### src/rtl/frame_aligned_rst_ctrl.sv
`default_nettype none
// ============================================================================
// Module   : frame_aligned_rst_ctrl
// Brief    : Per-channel downstream reset that releases on an AXI4-Stream SOF.
// Revision : 1.0 - initial release
// ============================================================================
module frame_aligned_rst_ctrl #(
    parameter int NUM_CH         = 2,
    parameter int MIN_RST_CYCLES = 16,
    parameter int HOLD_FRAMES    = 0,
    parameter int TIMEOUT_CYCLES = 0
) (
    input  logic              aclk,
    input  logic              resetn,
    input  logic [NUM_CH-1:0] s_axis_tvalid,
    input  logic [NUM_CH-1:0] s_axis_tready,
    input  logic [NUM_CH-1:0] s_axis_tuser,
    input  logic [NUM_CH-1:0] rst_req,
    output logic [NUM_CH-1:0] resetn_internal,
    output logic [NUM_CH-1:0] timeout_flag
);

    localparam int HOLD_W = $clog2(MIN_RST_CYCLES + 1);
    localparam int FRM_W  = (HOLD_FRAMES > 0) ? $clog2(HOLD_FRAMES + 1) : 1;
    localparam int TO_W   = (TIMEOUT_CYCLES > 0) ? $clog2(TIMEOUT_CYCLES + 1) : 1;

    localparam logic [HOLD_W-1:0] HOLD_LAST = HOLD_W'(MIN_RST_CYCLES - 1);
    localparam logic [FRM_W-1:0]  FRM_LAST  = FRM_W'(HOLD_FRAMES);
    localparam logic [TO_W-1:0]   TO_LAST   = TO_W'(TIMEOUT_CYCLES - 1);
    localparam bit                TO_EN     = (TIMEOUT_CYCLES != 0);

    typedef enum logic [1:0] {
        ST_HOLD  = 2'd0,
        ST_ARMED = 2'd1,
        ST_RUN   = 2'd2
    } state_t;

    for (genvar ch = 0; ch < NUM_CH; ch++) begin : g_ch
        state_t            state, state_nxt;
        logic [HOLD_W-1:0] hold_cnt, hold_cnt_nxt;
        logic [FRM_W-1:0]  frm_cnt, frm_cnt_nxt;
        logic [TO_W-1:0]   to_cnt, to_cnt_nxt;
        logic              flag, flag_nxt;
        logic              sof;
        logic              release_sof;

        assign sof = s_axis_tvalid[ch] & s_axis_tready[ch] & s_axis_tuser[ch];

        // The releasing beat must itself be out of reset, hence combinational.
        assign release_sof = (state == ST_ARMED) & sof & (frm_cnt == FRM_LAST) & ~rst_req[ch];

        always_comb begin
            state_nxt    = state;
            hold_cnt_nxt = hold_cnt;
            frm_cnt_nxt  = frm_cnt;
            to_cnt_nxt   = to_cnt;
            flag_nxt     = flag;
            case (state)
                ST_HOLD: begin
                    if (rst_req[ch]) begin
                        hold_cnt_nxt = '0;
                    end else if (hold_cnt == HOLD_LAST) begin
                        state_nxt    = ST_ARMED;
                        hold_cnt_nxt = '0;
                        frm_cnt_nxt  = '0;
                        to_cnt_nxt   = '0;
                    end else begin
                        hold_cnt_nxt = hold_cnt + 1'b1;
                    end
                end
                ST_ARMED: begin
                    if (rst_req[ch]) begin
                        state_nxt    = ST_HOLD;
                        hold_cnt_nxt = '0;
                    end else if (release_sof) begin
                        state_nxt = ST_RUN;
                    end else if (TO_EN && (to_cnt == TO_LAST)) begin
                        state_nxt = ST_RUN;
                        flag_nxt  = 1'b1;
                    end else begin
                        if (sof && (frm_cnt < FRM_LAST)) begin
                            frm_cnt_nxt = frm_cnt + 1'b1;
                        end
                        if (TO_EN) begin
                            to_cnt_nxt = to_cnt + 1'b1;
                        end
                    end
                end
                ST_RUN: begin
                    if (rst_req[ch]) begin
                        state_nxt    = ST_HOLD;
                        hold_cnt_nxt = '0;
                        flag_nxt     = 1'b0;
                    end
                end
                default: begin
                    state_nxt    = ST_HOLD;
                    hold_cnt_nxt = '0;
                end
            endcase
        end

        always_ff @(posedge aclk) begin
            if (!resetn) begin
                state    <= ST_HOLD;
                hold_cnt <= '0;
                frm_cnt  <= '0;
                to_cnt   <= '0;
                flag     <= 1'b0;
            end else begin
                state    <= state_nxt;
                hold_cnt <= hold_cnt_nxt;
                frm_cnt  <= frm_cnt_nxt;
                to_cnt   <= to_cnt_nxt;
                flag     <= flag_nxt;
            end
        end

        assign resetn_internal[ch] = resetn & ((state == ST_RUN) | release_sof);
        assign timeout_flag[ch]    = flag;
    end

endmodule
`default_nettype wire

### config.mk
export PLATFORM = sky130hd
export DESIGN_NAME = frame_aligned_rst_ctrl
export DESIGN_NICKNAME = d
export VERILOG_FILES = /design/src/rtl/frame_aligned_rst_ctrl.sv
export SDC_FILE = /design/constraint.sdc
export NUM_CORES = 1
export LEC_CHECK = 0
export ABC_CLOCK_PERIOD_IN_PS = 1600
export BUFFER_PORTS_ARGS = -buffer_cell sky130_fd_sc_hd__clkbuf_2
export CAP_MARGIN = 20
export CORE_UTILIZATION = 49
export DETAILED_ROUTE_END_ITERATION = 16
export PLACE_DENSITY = 0.74
export SETUP_SLACK_MARGIN = 0.1
export SLEW_MARGIN = 20
export SYNTH_ARGS = -nofsm -noshare
export SYNTH_HDL_FRONTEND = slang
export SYNTH_SLANG_ARGS = --single-unit
### constraint.sdc
create_clock -name aclk -period 1.6 [get_ports aclk]
set_clock_uncertainty 0.15 [all_clocks]
set_input_delay 0.16 -clock aclk [delete_from_list [all_inputs] [get_ports aclk]]
set_output_delay 0.16 -clock aclk [all_outputs]
set_load 0.005 [all_outputs]
==> results.json <==
{
  "status": "finished with violations",
  "violations": "setup timing",
  "crit_slowest_cell": "or3b_4",
  "design.die.area_um2": 1982,
  "core_area_um2": 1708,
  "r2r_end": "g_ch[1].hold_cnt[3]",
  "antenna_cells": 0,
  "grt_max_degree": 20,
  "slowest_delay_ps": 370,
  "place_inst": 141,
  "first_iter_violations": 17,
  "fin_ws_ps": -94.57,
  "ys_ff_latch": 14,
  "place.gp.congestion": 0.7841,
  "yosys.area_share.simple_pct": 25.56,
  "drt-vias-per-instance": 5.116,
  "synth_top_family_by_area": "simple AND/OR/NAND/NOR gates",
  "firstDrtPassIters": 4,
  "cp.required_ps": 1690,
  "path_depth": 6,
  "finalHoldViolations": 0,
  "rr_worst_depth": 6,
  "finalMaxSlewViolations": 0,
  "dr_total_vias": 752,
  "timing.final.crit_share_pct": 105.9,
  "dieWidth_um": 44.52,
  "htreeDepth": 1,
  "fillers": 116,
  "finalNonFillerCells": 147,
  "vdd_drop_max_uv": 509.8,
  "switching_share_pct": 24.71,
  "power_frac_comb_pct": 9.1,
  "cp-startpoint": "g_ch[1].state[0]",
  "antenna_found_initial": 0,
  "yosys_warnings": 0,
  "rr_startpoint": "g_ch[1].state[0]",
  "p_int_uw": 525.2,
  "ctsHoldBuffers": 0,
  "p_clk_share_pct": 39.5,
  "clock-root-buffer": "clkbuf_4",
  "worstSetupPathType": "flip-flop to flip-flop",
  "grt_pass1_vias": 694,
  "fin_nets": 143,
  "synthToLayoutAreaGrowth_pct": 39.69,
  "ys_types": 32,
  "cp_cell_sequence": "inv_2 > ha_4 > or3b_4 > o21ba_4 > a211o_1 > and3_1",
  "avgSynthCellArea_um2": 9.039,
  "p_leak_uw": 0.0005092,
  "p_switching_uw": 172.4,
  "synth-compound-area-share_pct": 16.53,
  "crit_path_end_kind": "flip-flop",
  "die_h_um": 44.52,
  "clk_pin_slew_ps": 100,
  "crit_arrival_ps": 1790,
  "setup.worst_path.start_class": "flip-flop",
  "p_per_area_nw_per_um2": 563.7,
  "critPathCapture": "g_ch[1].hold_cnt[3]",
  "drc": 0,
  "muxShareOfSynthArea_pct": 5.650,
  "start_util_pct": 51.87,
  "ys_seq_area_share_pct": 31.64,
  "worstSkewPairLatency_ps": 300,
  "portBuffers": 11,
  "final_util_pct": 72.45,
  "grt_overflow": 0,
  "grt_pass1_wl_mm": 2.787,
  "ant_nets": 0,
  "io-pin-count": 14,
  "sequentialPowerShare_pct": 51.4,
  "clockBufferDepth": 2,
  "cts_tree": "done",
  "drt_wl_total_mm": 1.928,
  "synthCells": 98,
  "synthXorXnorAreaFrac_pct": 0.9887,
  "crit_fanout": 2,
  "fin_crit_ps": 1695,
  "cts_num_sinks": 14,
  "critPathBufInv": 1,
  "dp_hpwl_mm": 1.207,
  "track_usage_pct": 19.14,
  "rows": 15,
  "setup_viol": 3,
  "cts_made_buffers": 3,
  "min_path_type": "primary input to flip-flop",
  "fmax_ghz": 0.5901,
  "cp_top_family": "simple AND/OR/NAND/NOR gates",
  "rsz0062_at_grt": "true",
  "wl_per_cell_um": 13.12,
  "drv_cap": 0,
  "synthAdderAreaFrac_pct": 14.12,
  "netlist_area_um2": 885.9,
  "drive_gt1_share_pct": 49.18,
  "rrSetupSlack_ps": -90
}
## worst register-to-register path: cells and delay by family (launching register included)
kind | cells | cell delay [ps]
AOI/OAI and AO/OA | 2 | 350
DFF | 1 | 350
buffers and inverters | 1 | 50
and+or+nand+nor | 2 | 520
adders and majority gates | 1 | 230
## routing by layer
metal / share of wire [%] / routed length [um] / track usage [%]
met2: 46 / 896 / 31.47
met3: 1.9 / 37 / 2.449
met4: 1.8 / 35 / 10.91
met5: 0 / 0 / 0
met1: 50 / 959 / 23.94
## what timing repair did
item | CTS | global route
endpoints found under the setup margin | 12 | 14
gates resized for setup | 18 | 24
pin swaps | 2 | 4
buffers inserted | 1 | 1
gates cloned | 0 | 0
## power by group through the flow
stage | clock [uW] | sequential (uW) | combinational (uW)
finish | 276 | 358 | 63.2
global placement | 0 | 365 | 50.7
CTS | 269 | 358 | 57.1
floorplan | 0 | 365 | 32.8
detailed placement | 0 | 365 | 51.9
global route | 286 | 359 | 69.0
## layout by cell type (no fill, tap or decap), types with 3 or more instances in the layout
master    instances
a21oi_1           3
a22oi_1           3
buf_4             9
buf_6             3
clkbuf_2         10
clkbuf_4          3
dfxtp_1           7
dfxtp_2           6
ha_1              4
ha_4              4
inv_2             3
mux2i_1           4
nand2_1           6
nand3_1           5
nand3b_1          3
nor2b_1           7
o21ai_0           3
o21ai_1           4
## cell families after synthesis
| kind of cell | after synthesis |
|---|---|
| and+or+nand+nor | 35 |
| AOI/OAI and AO/OA | 22 |
| DFF | 14 |
| adders and majority gates | 10 |
| buffers and inverters | 10 |
| muxes | 5 |
| other | 1 |
| xor gates and xnor gates | 1 |
## worst min path at each step
stage                     slack [ps]  cells after the start             endpoint  startpoint
after detailed placement         290                      2  g_ch[0].hold_cnt[4]  rst_req[0]
after floorplan                   90                      1  g_ch[0].hold_cnt[4]  rst_req[0]
after CTS                         30                      2  g_ch[0].hold_cnt[4]  rst_req[0]
after global placement           290                      2  g_ch[0].hold_cnt[4]  rst_req[0]
final                             80                      2  g_ch[0].hold_cnt[4]  rst_req[0]
after global routing             100                      2  g_ch[0].hold_cnt[4]  rst_req[0]
## cells in the mapped netlist (all sizes together)
cell type,number,area share (%)
and4b,1,1.1
o31ai,1,0.85
dfxtp,14,32
and3,1,0.71
buf,2,1.7
conb,1,0.42
ha,10,14
o21ai,9,5.1
nand2,6,2.5
o21a,1,0.85
xnor2,1,0.99
nor4bb,1,1.1
nor2b,9,6.4
a22oi,3,2.5
and3b,2,2.1
a211o,1,0.99
nand3,6,3.4
and2,1,0.71
inv,6,2.5
clkbuf,2,0.85
mux2i,5,5.6
nor4,1,0.71
nand3b,3,2.5
a21oi,4,2.3
o21ba,1,1.8
o211a,1,1.1
nor3b,1,0.85
and4bb,1,1.4
a41oi,1,0.99
and2b,1,0.99
or3b,1,0.99
## area by class of cell
cell class | instances | area (um2) | area share (%)
multi-input cells | 75 | 696.9 | 56.32
flip-flops and latches | 14 | 291.5 | 23.56
repair buffers | 23 | 156.4 | 12.64
clock buffers | 4 | 36.28 | 2.932
well taps | 25 | 31.28 | 2.528
inverters | 6 | 25.02 | 2.022
## sequential cells by signal, indices dropped and copies added (netlist names)
| register | count |
|---|---|
| g_ch.hold_cnt | 10 |
| g_ch.state | 4 |
## per-stage QoR
step                setup WS (ps)  total power (uW)  area (um2)  setup TNS, ps  hold WS [ps]
finish                     -94.57             697.6        1237         -256.1         75.75
global route               -140.7             714.5        1237         -525.7         103.9
CTS                        -80.47             684.0        1152         -210.8         27.82
detailed placement         -38.11             417.3        1050         -38.11         289.0
global placement           -5.374             416.1        1050         -5.374         291.6
floorplan                  -35.50             397.7       910.9         -35.50         85.70
No activity file was read; power rests on OpenSTA's default activity.
